**config.mk**
```make
export PLATFORM = sky130hd
export DESIGN_NAME = reflet_ram_seq_flat
export DESIGN_NICKNAME = d
export VERILOG_FILES = /design/src/rtl/reflet_ram_seq_pkg.sv /design/src/rtl/reflet_ram_seq_if.sv /design/src/rtl/reflet_byte_lane.sv /design/src/rtl/reflet_ram_seq.sv /design/src/flat_wrapper.sv
export SDC_FILE = /design/constraint.sdc
export NUM_CORES = 1
export LEC_CHECK = 0
export CAP_MARGIN = 20
export CELL_PAD_IN_SITES_DETAIL_PLACEMENT = 1
export CELL_PAD_IN_SITES_GLOBAL_PLACEMENT = 2
export CORE_MARGIN = 2
export CORE_UTILIZATION = 23
export CTS_BUF_LIST = sky130_fd_sc_hd__clkbuf_8 sky130_fd_sc_hd__clkbuf_16
export DETAILED_ROUTE_END_ITERATION = 16
export PLACE_DENSITY = 0.77
export SYNTH_ARGS = -nofsm -noshare
export SYNTH_HDL_FRONTEND = slang
export SYNTH_SLANG_ARGS = --single-unit
```
**constraint.sdc**
```tcl
create_clock -name clk -period 1.9 [get_ports clk]
set_input_delay 0.475 -clock clk [delete_from_list [all_inputs] [get_ports clk]]
set_output_delay 0.475 -clock clk [all_outputs]
set_load 0.005 [all_outputs]
```
**src/rtl/reflet_ram_seq_pkg.sv**
```systemverilog
// Shared types and sizing helpers for the word-to-byte RAM sequencer.
package reflet_ram_seq_pkg;

  typedef enum logic [1:0] {
    IDLE  = 2'd0,
    WRITE = 2'd1,
    READ  = 2'd2,
    DONE  = 2'd3
  } state_t;

  function automatic int nbytes(input int ws);
    return ws / 8;
  endfunction

  // Byte-lane index width; a 1-byte word still needs a 1-bit counter.
  function automatic int idx_w(input int nb);
    return (nb > 1) ? $clog2(nb) : 1;
  endfunction

endpackage

```
**src/rtl/reflet_ram_seq_if.sv**
```systemverilog
// CPU-side word access bus of the RAM sequencer.
interface reflet_ram_seq_if #(
  parameter int WS = 16,
  parameter int AS = 16
);
  logic          req;
  logic          write_en;
  logic [AS-1:0] addr;
  logic [WS-1:0] data_in;
  logic [WS-1:0] data_out;
  logic          ready;
  logic          error;

  modport master(output req, write_en, addr, data_in,
                 input  data_out, ready, error);
  modport slave (input  req, write_en, addr, data_in,
                 output data_out, ready, error);
endinterface

```
**src/rtl/reflet_byte_lane.sv**
```systemverilog
// Replaces byte i_idx of i_word with i_byte when i_en is set.
import reflet_ram_seq_pkg::*;

module reflet_byte_lane #(
  parameter int WS   = 16,
  parameter int IDXW = 1
) (
  input  logic [WS-1:0]   i_word,
  input  logic [IDXW-1:0] i_idx,
  input  logic [7:0]      i_byte,
  input  logic            i_en,
  output logic [WS-1:0]   o_word
);
  localparam int NB = nbytes(WS);

  for (genvar j = 0; j < NB; j++) begin : g_lane
    assign o_word[8*j +: 8] = (i_en && (i_idx == IDXW'(j))) ? i_byte : i_word[8*j +: 8];
  end
endmodule

```
**src/rtl/reflet_ram_seq.sv**
```systemverilog
// Splits a CPU word load/store into little-endian byte accesses on an 8-bit RAM.
// Optional REFLET_RAM_SEQ_ALIGN_CHECK_EN rejects misaligned requests with error.
import reflet_ram_seq_pkg::*;

module reflet_ram_seq #(
  parameter int wordsize = 16,
  parameter int addrSize = 16
) (
  input  logic                clk,
  input  logic                reset,
  reflet_ram_seq_if.slave     cpu,
  output logic                o_ram_enable,
  output logic [addrSize-1:0] o_ram_addr,
  output logic [7:0]          o_ram_data_in,
  output logic                o_ram_write_en,
  input  logic [7:0]          i_ram_data_out
);
  localparam int NB   = nbytes(wordsize);
  localparam int IDXW = idx_w(NB);

  state_t                r_state, w_next_state;
  logic [IDXW-1:0]       r_k;
  logic [addrSize-1:0]   r_addr;
  logic [wordsize-1:0]   r_wdata;
  logic                  r_we;
  logic                  r_err;
  logic                  r_cap_vld;
  logic [IDXW-1:0]       r_cap_idx;
  logic [wordsize-1:0]   r_data;
  logic [wordsize-1:0]   w_data_next;
  logic                  w_last;
  logic                  w_misalign;

  assign w_last = (r_k == IDXW'(NB - 1));

`ifdef REFLET_RAM_SEQ_ALIGN_CHECK_EN
  assign w_misalign = ((cpu.addr % addrSize'(NB)) != '0);
`else
  assign w_misalign = 1'b0;
`endif

  // Read data arrives one cycle after its address; r_cap_* marks that cycle.
  reflet_byte_lane #(.WS(wordsize), .IDXW(IDXW)) u_lane (
    .i_word (r_data),
    .i_idx  (r_cap_idx),
    .i_byte (i_ram_data_out),
    .i_en   (r_cap_vld),
    .o_word (w_data_next)
  );

  always_ff @(posedge clk) begin
    if (!reset) r_state <= IDLE;
    else        r_state <= w_next_state;
  end

  always_comb begin
    w_next_state = r_state;
    case (r_state)
      IDLE:        if (cpu.req) w_next_state = w_misalign ? DONE : (cpu.write_en ? WRITE : READ);
      WRITE, READ: if (w_last)  w_next_state = DONE;
      DONE:        w_next_state = IDLE;
      default:     w_next_state = IDLE;
    endcase
  end

  always_ff @(posedge clk) begin
    if (!reset) begin
      r_k       <= '0;
      r_addr    <= '0;
      r_wdata   <= '0;
      r_we      <= 1'b0;
      r_err     <= 1'b0;
      r_cap_vld <= 1'b0;
      r_cap_idx <= '0;
      r_data    <= '0;
    end else begin
      r_cap_vld <= (r_state == READ);
      r_cap_idx <= r_k;
      r_data    <= w_data_next;
      case (r_state)
        IDLE: if (cpu.req) begin
          r_addr  <= cpu.addr;
          r_we    <= cpu.write_en;
          r_wdata <= cpu.data_in;
          r_err   <= w_misalign;
          r_k     <= '0;
        end
        WRITE, READ: if (!w_last) r_k <= r_k + 1'b1;
        default: ;
      endcase
    end
  end

  always_comb begin
    o_ram_enable   = 1'b0;
    o_ram_write_en = 1'b0;
    o_ram_addr     = '0;
    o_ram_data_in  = 8'h00;
    case (r_state)
      WRITE: begin
        o_ram_enable   = 1'b1;
        o_ram_write_en = r_we;
        o_ram_addr     = r_addr + addrSize'(r_k);
        o_ram_data_in  = r_wdata[{r_k, 3'b000} +: 8];
      end
      READ: begin
        o_ram_enable = 1'b1;
        o_ram_addr   = r_addr + addrSize'(r_k);
      end
      DONE: if (r_cap_vld) begin
        // Keep the RAM enabled so its gated output still shows the last byte.
        o_ram_enable = 1'b1;
        o_ram_addr   = r_addr + addrSize'(r_k);
      end
      default: ;
    endcase
  end

  assign cpu.ready    = (r_state == DONE);
  assign cpu.error    = (r_state == DONE) && r_err;
  assign cpu.data_out = ((r_state == DONE) && r_cap_vld) ? w_data_next : r_data;

endmodule
```
**src/flat_wrapper.sv**
```systemverilog
// flat-port wrapper written by rule: the top's interface ports become plain ports
module reflet_ram_seq_flat 
#(
  parameter int wordsize = 16,
  parameter int addrSize = 16
)
  (clk, reset, o_ram_enable, o_ram_addr, o_ram_data_in, o_ram_write_en, i_ram_data_out, cpu_req, cpu_write_en, cpu_addr, cpu_data_in, cpu_data_out, cpu_ready, cpu_error);
  reflet_ram_seq_if cpu_i ();
  input  logic clk;
  input  logic reset;
  output logic o_ram_enable;
  output logic [addrSize-1:0] o_ram_addr;
  output logic [7:0] o_ram_data_in;
  output logic o_ram_write_en;
  input  logic [7:0] i_ram_data_out;
  input wire logic [$bits(cpu_i.req)-1:0] cpu_req;
  input wire logic [$bits(cpu_i.write_en)-1:0] cpu_write_en;
  input wire logic [$bits(cpu_i.addr)-1:0] cpu_addr;
  input wire logic [$bits(cpu_i.data_in)-1:0] cpu_data_in;
  output wire logic [$bits(cpu_i.data_out)-1:0] cpu_data_out;
  output wire logic [$bits(cpu_i.ready)-1:0] cpu_ready;
  output wire logic [$bits(cpu_i.error)-1:0] cpu_error;
  assign cpu_i.req = cpu_req;
  assign cpu_i.write_en = cpu_write_en;
  assign cpu_i.addr = cpu_addr;
  assign cpu_i.data_in = cpu_data_in;
  assign cpu_data_out = cpu_i.data_out;
  assign cpu_ready = cpu_i.ready;
  assign cpu_error = cpu_i.error;
  reflet_ram_seq #(.wordsize(wordsize), .addrSize(addrSize)) u_core (.clk(clk), .reset(reset), .cpu(cpu_i), .o_ram_enable(o_ram_enable), .o_ram_addr(o_ram_addr), .o_ram_data_in(o_ram_data_in), .o_ram_write_en(o_ram_write_en), .i_ram_data_out(i_ram_data_out));
endmodule
```
==> results of run 1 <==
-- power by group through the flow --
stage / sequential [mW] / combinational, mW / clock (mW)
floorplan: 1.46 / 0.793 / 0
global placement: 1.47 / 1.57 / 0
detailed placement: 1.48 / 1.59 / 0
CTS: 1.48 / 1.81 / 0.960
global route: 1.52 / 2.15 / 1.02
finish: 1.49 / 1.97 / 0.926
-- flip-flops by register name, summed over array words and instances, names as in the netlist --
signal	cells
u_core.r_cap_idx	1
u_core.r_k	1
u_core.r_we	1
u_core.r_wdata	16
u_core.r_addr	16
u_core.r_cap_vld	1
u_core.r_state	2
u_core.r_data	16
-- metal layers --
metal | up-vias | wire [um] | GRT usage [%] | part of all wire, %
met3 | 8 | 402 | 3.24 | 4.0
met2 | 60 | 5090 | 26.8 | 51
met4 | 0 | 110 | 4.39 | 1.1
li1 | 1475 | - | - | -
met1 | 1417 | 4400 | 18.9 | 44
met5 | - | 0 | 0 | 0
-- cell families after synthesis --
kind of cell | count (synthesis) | synth area share [%]
xor gates and xnor gates | 3 | 0.953
AOI/OAI and AO/OA | 62 | 12.1
buffers and inverters | 26 | 3.99
DFF | 54 | 39.2
and+or+nand+nor | 151 | 26.7
adders and majority gates | 6 | 2.72
other | 1 | 0.136
muxes | 37 | 14.2
-- timing repair --
action / in CTS / in global routing
buffers inserted: 18 / 13
hold endpoints to repair: 0 / 0
cloned: 1 / 0
pin swaps: 18 / 11
gates resized for setup: 246 / 45
endpoints found under the setup margin: 43 / 42
-- stage by stage --
| stage | worst slack (ns) | hold slack (ns) | util (%) |
|---|---|---|---|
| final | -0.438 | 0.458 | 42.0 |
| after CTS | -0.469 | 0.461 | 40.0 |
| after floorplan | -0.0238 | 0.432 | - |
| after detailed placement | -0.538 | 0.451 | 36.0 |
| after global placement | -0.507 | 0.444 | 36.0 |
| after global routing | -0.500 | 0.483 | 42.0 |
-- path summary, 6_finish.rpt --
kind	slack, ns	startpoint	endpoint
min reg2reg	0.46	u_core.r_wdata[13]	u_core.r_wdata[13]
min	0.46	u_core.r_wdata[13]	u_core.r_wdata[13]
max	-0.44	u_core.r_k	o_ram_addr[10]
max reg2reg	0.42	u_core.r_cap_idx	u_core.r_data[5]
-- worst register-to-register path, cell delays in order, from the launching register on --
cell and delay [ns]:
dfxtp_1 0.38, buf_4 0.20, nand2b_1 0.45, mux2i_1 0.27, nor2_1 0.07
-- cells in the mapped netlist (all sizes together) (2+ instances only) --
library cell  instances
nand2                82
dfxtp                54
a21oi                50
mux2i                21
nand3                18
mux2                 16
nor2                 12
clkbuf               11
buf                   8
nor2b                 8
ha                    6
inv                   6
nand3b                6
nand4                 5
nor4                  5
and2                  4
o21ai                 4
nand2b                3
o31ai                 3
or3                   3
or4                   3
a21o                  2
and3                  2
xor2                  2
-- layout make-up --
| class | count | share of cell area [%] |
|---|---|---|
| Multi-Input combinational cell | 260 | 38.3 |
| Clock inverter | 2 | 0.180 |
| Inverter | 7 | 0.644 |
| Clock buffer | 6 | 2.86 |
| Sequential cell | 54 | 22.8 |
| Timing Repair Buffer | 167 | 31.5 |
| Tap cell | 143 | 3.69 |
==> impl_metrics.ini, run 1 <==
[outcome]
status = finished with violations
violations = negative setup slack

[clock_tree]
clk-insertion-delay-late_ns = 0.29
clock-sinks = 54
tritoncts = yes
clk_pin_slew_worst_paths_ns = 0.07
cts-root-buf = clkbuf_16
clock_path_buffers = 2
postCtsHoldBufs = 0
cts_made_buffers = 5
htreeDepth = 2

[grt]
grt_max_degree = 18
antenna_found_initial = 0
grt_pass1_vias = 3121
grt_overflow = 0
grt_use_total_pct = 15.3
grt_pass1_wl_mm = 15.7

[critical_path]
reg2regPathDepth = 4
end_kind = output pin
slowest_delay_ns = 0.51
cpMostUsedCell = ha_4
path_cells = ha_4, ha_4, nand4_4, or4_4, a21oi_2, buf_2
slowest_stage = or4_4
cp.arrival_ns = 1.86
cp.required_ns = 1.42
path_delay_family = simple AND/OR/NAND/NOR gates
setup.worst_path.class = flop to output pin
critPathLaunchType = flop
path_max_fanout = 3
worst-path-buf-inv = 1
cp_num_cells = 6

[layout]
drive_gt1_share_pct = 40.3
syn_to_final_growth_pct = 76.1
multi_input_area_um2 = 1860
fillers = 1362
diodes = 0
nets = 545
fin_area_um2 = 4850
regArea_um2 = 1110
final_cell_mix = nand2_1 (80), buf_4 (51), a21oi_1 (45)
stdcell_count = 639
final_common_cell = nand2_1

[timing]
finalCritPeriodShare_pct = 123
finalHoldViolCount = 0
worst_slew_pin_slew_ns = 0.516
rsz0062_at_grt = true
slew_headroom_pct = 65.6
clock_skew_ns = 0.00350
setup_slack_ns = -0.438
setup_tns_ns = -8.81
finalSetupViolations = 33
max_freq_mhz = 428
fin_crit_ns = 2.34
drv_slew = 0

[logic_synthesis]
ys_seq_elements = 54
seq_area_frac_synth_pct = 39.2
synth_nets = 390
yosysTopAreaCellShare_pct = 39.2
syn-cell-area_um2 = 2760
synth_flop_cell = dfxtp_1
syn_avg_cell_area_um2 = 8.11
async_flop_share_pct = 0
yosys.area.top_type = dfxtp_1
ys_types = 36
synth_edf_count = 0
syn_inst = 340
yosys_warnings = 0
ys_top_cells_by_area = dfxtp_1 (39%), nand2_1 (11%), a21oi_1 (9.1%)

[floorplanning]
die-area_um2 = 12900
core_um2 = 11600
num_rows = 39
dieWidth_um = 113
start_util_pct = 23.8
io_pins = 88
fp.dieH_um = 113

[detailed_routing]
drc = 0
first_pass_iters = 4
via_per_inst = 4.63
drtAntennaViolNets = 0
routedWlPerCell_um = 15.7
vias = 2960
drt-initial-drc-count = 100
wl_mm = 10.0

[place]
hpwl_mm = 6.94
globalplace.congestion = 0.775
dpl_cell_area_um2 = 4160
dp.cells = 601
port_buffers = 86

[pwr]
clkPwrFrac_pct = 21.1
combPwrFrac_pct = 44.9
ir_drop_mv = 0.412
power_density_nw_per_um2 = 904
pwr-share-seq_pct = 34.0
power.internal_mw = 2.88
swShare_pct = 34.3
power.leakage_nw = 2.06
switchingPower_mw = 1.51
total_power_mw = 4.39

[worst_hold_path]
holdPathStages = 2
min_path_type = flop to flop

[flow_run]
cap_violations = 0
(Power assumes the default switching activity.)
==> run 2, diff against run 1 <==
Settings changed: MAX_ROUTING_LAYER from default to met4.
==> run 2 against run 1 <==
  * Cell area increased by 0.33%
  * Sequential power barely moved
  * Sequential share of layout area fell by 0.076 points
  * Global-route usage rose by 0.50 points
  * Fmax hardly changed
  * Hold slack got worse by 0.0019 ns
  * Register-to-register slack about the same
  * Critical endpoint unchanged
  * The flow still finishes with violations (negative setup slack)
==> impl_metrics.ini, run 2 (same netlist as run 1, synthesis figures left out) <==
[grt]
grt_max_degree = 18
antenna_found_initial = 0
grt_use_total_pct = 15.8
grt_pass1_wl_mm = 15.7
grt_pass1_vias = 3116
grt_overflow = 0

[timing]
finalHoldViolCount = 0
finalCritPeriodShare_pct = 123
drv_slew = 0
worst_slew_pin_slew_ns = 0.530
holdWs_ns = 0.456
setup_slack_ns = -0.436
finalSetupViolations = 33
fin_crit_ns = 2.34
rsz0062_at_grt = true
max_freq_mhz = 428
clock_skew_ns = 0.00497
slew_headroom_pct = 64.7

[floorplanning]
die-area_um2 = 12900
io_pins = 88
fp.dieH_um = 113
dieWidth_um = 113
start_util_pct = 23.8
num_rows = 39
core_um2 = 11600

[critical_path]
slowest_stage = or4_4
cpMostUsedCell = ha_4
crit_start = u_core.r_k
worst-path-buf-inv = 1
end_kind = output pin
reg2regPathDepth = 4
slowest_delay_ns = 0.51
critical_path.reg2reg.startpoint = u_core.r_cap_idx
critPathLaunchType = flop
cp_num_cells = 6
cp.required_ns = 1.42
path_max_fanout = 3
path_cells = ha_4, ha_4, nand4_4, or4_4, a21oi_2, buf_2
setup.worst_path.class = flop to output pin
cp.arrival_ns = 1.86
path_delay_family = simple AND/OR/NAND/NOR gates

[layout]
drive_gt1_share_pct = 40.7
syn_to_final_growth_pct = 76.7
diodes = 0
fin_area_um2 = 4870
final_cell_mix = nand2_1 (80), buf_4 (50), a21oi_1 (45), buf_6 (45), clkdlybuf4s50_1 (43)
nets = 545
top_regs = u_core.r_addr x16, u_core.r_data x16, u_core.r_wdata x16
final_common_cell = nand2_1

[clock_tree]
cts-root-buf = clkbuf_16
cts_made_buffers = 5
htreeDepth = 2
clock_path_buffers = 2
clk_pin_slew_worst_paths_ns = 0.07
clock-sinks = 54
tritoncts = yes
clk-insertion-delay-late_ns = 0.29
postCtsHoldBufs = 0

[worst_hold_path]
holdPathStages = 2
hp-start = u_core.r_wdata[13]
min_path_type = flop to flop

[place]
hpwl_mm = 6.94
globalplace.congestion = 0.785
port_buffers = 86
dpl_cell_area_um2 = 4160

[pwr]
ir_drop_mv = 0.413
total_power_mw = 4.41
power_density_nw_per_um2 = 904
power.leakage_nw = 2.06

[detailed_routing]
first_pass_iters = 4
drt-initial-drc-count = 113
vias = 2952
via_per_inst = 4.62
drtAntennaViolNets = 0
routedWlPerCell_um = 15.7
drc = 0
wl_mm = 10.1

[flow_run]
cap_violations = 0

[outcome]
status = finished with violations
violations = negative setup slack
-- run 2: area by class of cell --
type,count,area [um2]
Fill cell,1361,6690
Multi-Input combinational cell,260,1870
Timing Repair Buffer,167,1540
Sequential cell,54,1110
Tap cell,143,179
Clock buffer,6,139
Inverter,7,31.3
Clock inverter,2,8.76
-- run 2: timing repair --
item	CTS	global route
pin swaps	18	11
gates resized for setup	246	49
setup buffers	18	13
cloned	1	0
endpoints found under the setup margin	43	42
-- run 2: metrics by stage --
stage	utilization (%)	TNS (ns)	setup slack [ns]	cells
floorplan	-	-0.0238	-0.0238	340
global placement	36.0	-11.25	-0.507	601
detailed placement	36.0	-11.52	-0.538	601
CTS	40.0	-7.77	-0.469	628
global route	42.1	-10.90	-0.501	639
finish	42.1	-8.85	-0.436	639
-- run 2: path summary, 6_finish.rpt --
check / end / slack (ns)
worst min register to register: u_core.r_wdata[13] / 0.46
worst max-delay path: o_ram_addr[10] / -0.44
worst min-delay path: u_core.r_wdata[13] / 0.46
worst max register to register: u_core.r_data[5] / 0.41
-- run 2: worst reg2reg max path, stage by stage (launching register included) --
cell and delay (ns):
dfxtp_1 0.38, buf_4 0.20, nand2b_1 0.46, mux2i_1 0.27, nor2_1 0.07
-- run 2: report_power, final --
part / internal [mW] / total [mW] / switching (mW)
sequential: 1.33 / 1.49 / 0.168
clock: 0.518 / 0.923 / 0.405
combinational: 1.05 / 1.99 / 0.938
-- run 2: per-layer routing --
layer	global-route usage (%)	vias up	wire, um
met1	19.3	1410	4460
met4	4.39	0	110
met2	26.7	60	5140
met3	2.98	8	344
met5	-	-	0
li1	-	1474	-
==> run 3, diff against run 2 <==
Settings changed: CORE_UTILIZATION 23 to 26, PLACE_DENSITY 0.77 to 0.82.
Clock period 1.9 ns to 2.57 ns, I/O delays scaled along.
==> run 3 against run 2 <==
  * The flow still finishes with violations (negative setup slack)
  * Core utilization decreased by 0.14 points
  * Total power decreased by 36%
  * Clock skew is 0.0072 ns higher
  * Sequential share of layout area up 2.4 points
  * Non-clock buffer count decreased by 38
  * Register-to-register slack gained 0.55 ns
  * Sequential power is 27% lower
  * Critical path depth rose by 1
  * Critical endpoint unchanged
  * Largest power group unchanged
  * Highest routed layer unchanged
==> impl_metrics.ini, run 3 (same netlist as run 1, synthesis figures left out) <==
[timing]
finalHoldViolCount = 0
drv_slew = 0
worst_slew_pin_slew_ns = 0.584
max_freq_mhz = 386
slew_headroom_pct = 61.1
rsz0062_at_grt = true
fin_crit_ns = 2.59
clock_skew_ns = 0.0122
finalSetupViolations = 1
finalCritPeriodShare_pct = 101
setup_slack_ns = -0.0181
holdWs_ns = 0.465

[clock_tree]
clk-insertion-delay-late_ns = 0.31
cts_made_buffers = 5
cts-root-buf = clkbuf_8
tritoncts = yes
clk_pin_slew_worst_paths_ns = 0.11
postCtsHoldBufs = 0
clock-sinks = 54
htreeDepth = 2
clock_path_buffers = 2

[grt]
grt_pass1_vias = 2876
grt_pass1_wl_mm = 13.9
grt_overflow = 0
grt_use_total_pct = 15.6
antenna_found_initial = 0
grt_max_degree = 34

[flow_run]
cap_violations = 0

[floorplanning]
num_rows = 37
fp.dieH_um = 107
start_util_pct = 26.7
die-area_um2 = 11400
io_pins = 88
dieWidth_um = 107
core_um2 = 10300

[critical_path]
path_max_fanout = 7
reg2regPathDepth = 7
crit_start = u_core.r_k
cp.arrival_ns = 1.95
critical_path.reg2reg.startpoint = u_core.r_state[1]
critPathLaunchType = flop
setup.worst_path.class = flop to output pin
rr_endpoint = u_core.r_wdata[14]
r2r_slack_ns = 0.96
cp.required_ns = 1.93
worstSetupEndpoint = o_ram_addr[10]
end_kind = output pin

[pwr]
power_density_nw_per_um2 = 656
total_power_mw = 2.84
power.leakage_nw = 1.75
ir_drop_mv = 0.269

[layout]
final_cell_mix = nand2_1 (80), clkdlybuf4s50_1 (54), dfxtp_1 (48)
top_regs = u_core.r_addr x16, u_core.r_data x16, u_core.r_wdata x16
final_core_util_pct = 42.0
diodes = 0
syn_to_final_growth_pct = 57.2
fillers = 1200
nets = 507
drive_gt1_share_pct = 21.6
fin_area_um2 = 4330
final_common_cell = nand2_1
stdcell_count = 594

[place]
port_buffers = 86
dpl_cell_area_um2 = 3910
dp.cells = 570
hpwl_mm = 6.17
globalplace.congestion = 0.796

[detailed_routing]
vias = 2761
wl_mm = 8.69
routedWlPerCell_um = 14.6
via_per_inst = 4.65
drc = 0
drtAntennaViolNets = 0
first_pass_iters = 4
drt-initial-drc-count = 53

[outcome]
status = finished with violations
violations = negative setup slack

[worst_hold_path]
holdPathStages = 2
min_path_type = flop to flop
-- run 3: timing repair --
item | CTS | global route
pin swaps | 4 | 4
setup endpoints to repair | 33 | 29
setup buffers | 12 | 4
gates resized for setup | 81 | 31
-- run 3: routing by layer --
metal / part of all wire (%) / wire [um] / vias up / global-route usage (%)
met5: 0 / 0 / - / -
met4: 0.75 / 65 / 0 / 2.78
met3: 3.7 / 325 / 5 / 3.10
met2: 49 / 4220 / 50 / 26.8
met1: 47 / 4080 / 1308 / 19.2
li1: - / - / 1398 / -
-- run 3: worst min-delay path by stage --
stage,start,endpoint,slack (ns)
floorplan,u_core.r_we,u_core.r_we,0.43
global placement,u_core.r_data[8],u_core.r_data[8],0.44
detailed placement,u_core.r_data[9],u_core.r_data[9],0.45
CTS,u_core.r_data[12],u_core.r_data[12],0.47
global route,u_core.r_data[15],u_core.r_data[15],0.49
finish,u_core.r_data[11],u_core.r_data[11],0.46
-- run 3: report_power, final --
part	switching [mW]	total [mW]	internal [mW]
Sequential	0.116	1.09	0.970
Combinational	0.604	1.16	0.555
Clock	0.302	0.595	0.293
Total	1.02	2.84	1.82
-- run 3: cell type report --
class | instances | area [um2] | share of cell area (%)
clock buffer | 5 | 68.8 | 1.59
timing repair buffer | 129 | 1170 | 27.0
sequential | 54 | 1090 | 25.2
inverter | 7 | 26.3 | 0.606
tap | 136 | 170 | 3.93
multi-input combinational | 260 | 1770 | 40.7
clock inverter | 3 | 43.8 | 1.01
-- run 3: worst max-delay path, cell delays in order (launching register included) --
cell     delay, ns
dfxtp_2       0.37
ha_4          0.15
ha_4          0.14
nand4_4       0.15
buf_6         0.16
or4_4         0.41
a21oi_2       0.15
buf_2         0.12
-- run 3: stage by stage --
step / worst slack [ns] / TNS (ns)
after floorplan: 0.448 / 0
after global placement: -0.0486 / -0.107
after detailed placement: -0.0966 / -0.451
after CTS: -0.115 / -0.115
after global routing: -0.0854 / -0.236
final: -0.0181 / -0.0181
